File: config.mk
export PLATFORM = sky130hd
export DESIGN_NAME = demux_dispatch_ctrl
export DESIGN_NICKNAME = d
export VERILOG_FILES = /design/src/rtl/demux_dispatch_ctrl.sv
export SDC_FILE = /design/constraint.sdc
export NUM_CORES = 1
export LEC_CHECK = 0
export ABC_AREA = 1
export CORE_ASPECT_RATIO = 2
export CORE_MARGIN = 2
export CORE_UTILIZATION = 29
export CTS_CLUSTER_DIAMETER = 80
export CTS_CLUSTER_SIZE = 8
export DETAILED_ROUTE_END_ITERATION = 10
export SLEW_MARGIN = 20
export SYNTH_ARGS = -nofsm -noshare
export SYNTH_HDL_FRONTEND = slang
export SYNTH_HIERARCHICAL = 1
export SYNTH_SLANG_ARGS = --single-unit
File: constraint.sdc
create_clock -name clk -period 4.4 [get_ports clk]
set_clock_uncertainty 0.15 [all_clocks]
set_input_delay 1.1 -clock clk [delete_from_list [all_inputs] [get_ports clk]]
set_output_delay 1.1 -clock clk [all_outputs]
set_load 0.02 [all_outputs]
File: src/rtl/demux_dispatch_ctrl.sv
// 1-to-4 demux dispatcher: addressed or round-robin routing into four
// one-entry holding slots, each drained by its own valid/ready consumer.
module dispatch_slot #(
  parameter int DW = 8
) (
  input  logic          clk,
  input  logic          rst_n,
  input  logic          load,
  input  logic [DW-1:0] din,
  input  logic          ready,
  output logic          valid,
  output logic [DW-1:0] data
);
  // load wins over drain so a same-cycle refill keeps the slot valid
  always_ff @(posedge clk or negedge rst_n) begin
    if (!rst_n) begin
      valid <= 1'b0;
      data  <= '0;
    end else if (load) begin
      valid <= 1'b1;
      data  <= din;
    end else if (ready) begin
      valid <= 1'b0;
    end
  end
endmodule

module demux_dispatch_ctrl #(
  parameter int DW = 8
) (
  input  logic            clk,
  input  logic            rst_n,
  input  logic            mode,
  input  logic            in_valid,
  output logic            in_ready,
  input  logic [DW-1:0]   in_data,
  input  logic [1:0]      in_dest,
  output logic [3:0]      out_valid,
  input  logic [3:0]      out_ready,
  output logic [4*DW-1:0] out_data,
  output logic [1:0]      rr_ptr,
  output logic            busy
);
  localparam int NUM_LANES = 4;

  logic [NUM_LANES-1:0] avail;
  logic [NUM_LANES-1:0] load;
  logic [1:0]           rr_tgt;
  logic [1:0]           target;
  logic                 accept;

  assign avail = ~out_valid | out_ready;

  // Descending scan so the smallest offset from rr_ptr wins.
  always_comb begin
    rr_tgt = rr_ptr;
    for (int i = NUM_LANES - 1; i >= 0; i--) begin
      if (avail[rr_ptr + 2'(i)]) rr_tgt = rr_ptr + 2'(i);
    end
  end

  assign target   = mode ? rr_tgt : in_dest;
  assign in_ready = mode ? |avail : avail[in_dest];
  assign accept   = in_valid & in_ready;

  always_comb begin
    load = '0;
    if (accept) load[target] = 1'b1;
  end

  always_ff @(posedge clk or negedge rst_n) begin
    if (!rst_n)              rr_ptr <= 2'd0;
    else if (accept && mode) rr_ptr <= target + 2'd1;
  end

  for (genvar k = 0; k < NUM_LANES; k++) begin : g_lane
    dispatch_slot #(.DW(DW)) u_slot (
      .clk   (clk),
      .rst_n (rst_n),
      .load  (load[k]),
      .din   (in_data),
      .ready (out_ready[k]),
      .valid (out_valid[k]),
      .data  (out_data[k*DW +: DW])
    );
  end

  assign busy = |out_valid;
endmodule

==> reports/metrics.csv <==
stage,metric,value,unit
outcome,status,"complete, no violations",
die,Die Height,117.1,µm
global_routing,total track usage,16.30,%
global_routing,pin count of the biggest net entering global routing,39,
cts,Hold Buf Count CTS,0,
timing,final worst-path cycle share,91.86,%
timing,Pins Over Slew Limit,0,
pwr,total leakage power,1.397,nW
worst_setup_path,R2R Path End,g_lane[3].u_slot/data[3],
finish,Area growth syn-to-layout,43.86,%
logic_synthesis,number of cells produced by synthesis,248,
cts,Root Buffer,clkbuf_16,
timing,WHS,0.3222,ns
global_routing,initial antenna violation count,0,
timing,headroom to the max-slew limit,45.03,%
routing,total number of vias,1724,
worst_setup_path,end of the critical path,in_ready,
worst_setup_path,CP Capture Type,output port,
routing,vias per inst,4.332,
timing,"Hold Vio Cnt, Final",0,
timing,RSZ-0062 raised after global routing,false,
die,DIE AREA,7088,µm²
finish,"commonest cells after routing, fill and taps aside","133 x nand2_1, 56 x clkdlybuf4s50_1, 38 x dfrtp_1, 21 x inv_1, 19 x nand3_1",
pwr,Design Power,0.001997,W
cts,Post-CTS Setup Bufs,0,
worst_setup_path,reg2reg setup slack,2.00,ns
logic_synthesis,net count after synthesis,266,
routing,DR WL/cell,12.90,µm
place,IO Port Bufs,57,
timing,fin crit period,4.042,ns
die,IO Pins,58,
worst_setup_path,crit path DAT,2.79,ns
finish,"most common cell after layout, fill and taps aside",nand2_1,
cts,PostCTS Resize Cnt,0,
worst_setup_path,R2R depth,16,
worst_setup_path,Worst setup startpoint,mode,
timing,setup TNS,0,ns
routing,Routed Antenna Nets,0,
global_routing,first-pass GRT wire length,8466,µm
cts,clock buffer count from CTS,5,
die,Die W,60.54,µm
timing,Final Setup Violations,0,
routing,Starting DRT DRC Count,99,
worst_setup_path,"Req. time, crit path",3.15,ns
worst_setup_path,CP max FO,6,
logic_synthesis,Synth Cell Area,1854,µm²
cts,Worst-Skew Late Latency,0.27,ns
logic_synthesis,mean post-synth cell area,7.477,µm²
die,FP Rows,41,
timing,f_max,0.2474,GHz
worst_setup_path,CP Class,in -> out,
routing,Total Wirelength,5134,µm
die,core area,6259,µm²
timing,Least-Margin Pin Slew,0.8245,ns
die,Initial Utilization,29.63,%
finish,fin nets,329,
logic_synthesis,Yosys warnings,6,
run,maxcap violations,0,
finish,layout cells sized above 1,9.295,%
pwr,Pwr Density,748.7,nW/µm²
worst_setup_path,r2r startpoint,rr_ptr[0],
cts,CTS Buffer Depth,2,
place,Final GP Congestion,0.8962,
global_routing,vias in the first global route,1755,
logic_synthesis,"FF+latch count, synth",38,
cts,CTS tree,done,
cts,htree depth,2,
worst_hold_path,Hold WC Path Type,reg -> reg,
global_routing,gr ovfl total,0,
place,hpwl dp,3951,µm
worst_setup_path,CP Launch Type,input pin,
finish,antenna diode count,0,
routing,DR DRC count,0,
logic_synthesis,post-synthesis sequential area ratio,51.28,%
pwr,Peak VDD IR,339.5,µV
logic_synthesis,Synth cell types,17,
routing,TritonRoute pass-1 iters,4,
cts,CTS clock-pin slew for the worst setup and hold paths,0.05,ns
cts,CTS sink count,38,
[per-layer routing]
| metal | global-route usage, % | part of all wire, % | wire, µm | up-vias |
|---|---|---|---|---|
| li1 | - | - | - | 874 |
| met1 | 17.93 | 39 | 2014 | 783 |
| met2 | 29.93 | 54 | 2784 | 54 |
| met3 | 1.758 | 3.4 | 172 | 13 |
| met4 | 7.826 | 3.2 | 162 | 0 |
| met5 | 0 | 0 | 0 | - |
[cells by family (layout without fill, tap and decap cells)]
family	after synthesis	after routing	share of synthesized area [%]
compound gates	5	5	1.552
buf+inv	33	97	9.109
flops	38	38	51.28
simple gates	172	172	38.06
[metrics by stage]
stage	instances	cell area, µm²	util [%]	worst slack [ns]
finish	398	2668	42.62	0.3583
CTS	398	2668	42.62	0.3651
global placement	390	2501	39.96	0.4158
global route	398	2668	42.62	0.2179
floorplan	248	1854	-	1.534
detailed placement	390	2501	39.96	0.3729
[area by class of cell]
| cell class | count | area [µm²] |
|---|---|---|
| Clock buffer | 8 | 166.4 |
| Fill cell | 656 | 3591 |
| Inverter | 28 | 112.6 |
| Multi-Input combinational cell | 177 | 734.5 |
| Sequential cell | 38 | 950.9 |
| Tap cell | 86 | 107.6 |
| Timing Repair Buffer | 61 | 595.6 |
[cell usage after synthesis]
cell	number	area, µm²
inv_8	1	11.26
o21ai_0	1	5.000
o21ai_2	1	8.760
nand4_1	2	12.51
nand2_1	133	499.2
inv_2	6	22.52
or4_1	1	7.510
nand3_1	19	95.09
nand3_2	2	20.02
nor2_1	9	33.78
nand2_2	5	31.28
buf_6	5	56.30
o21ai_1	2	10.01
dfrtp_1	38	950.9
inv_1	21	78.83
nor2_2	1	6.260
a21oi_1	1	5.000
[worst min-delay path by stage]
stage | start | end | slack (ns) | cells past startpoint
after floorplan | g_lane[0].u_slot/data[0] | g_lane[0].u_slot/data[0] | 0.43 | 2
after global placement | g_lane[0].u_slot/data[7] | g_lane[0].u_slot/data[7] | 0.30 | 2
after detailed placement | g_lane[2].u_slot/data[1] | g_lane[2].u_slot/data[1] | 0.31 | 2
after CTS | g_lane[1].u_slot/data[3] | g_lane[1].u_slot/data[3] | 0.33 | 2
after global routing | g_lane[2].u_slot/data[3] | g_lane[2].u_slot/data[3] | 0.34 | 2
final | g_lane[3].u_slot/data[1] | g_lane[3].u_slot/data[1] | 0.32 | 2
[critical path: stages]
cell             delay, ns
clkdlybuf4s50_1       0.61
inv_1                 0.11
nand2_1               0.09
a21oi_1               0.05
o21ai_2               0.05
o21ai_1               0.08
nor2_2                0.09
clkdlybuf4s50_1       0.60
[where the power goes]
group | switching, W | internal [W] | total (W)
sequential | 0.000127 | 0.000512 | 0.000639
combinational | 0.000542 | 0.000432 | 0.000974
clock | 0.000128 | 0.000256 | 0.000384
[flip-flops by register name (all words and copies together) (netlist names)]
name	flops
g_lane.u_slot/data	32
g_lane.u_slot/valid	4
rr_ptr	2
Power figures use the tool's default switching activity.
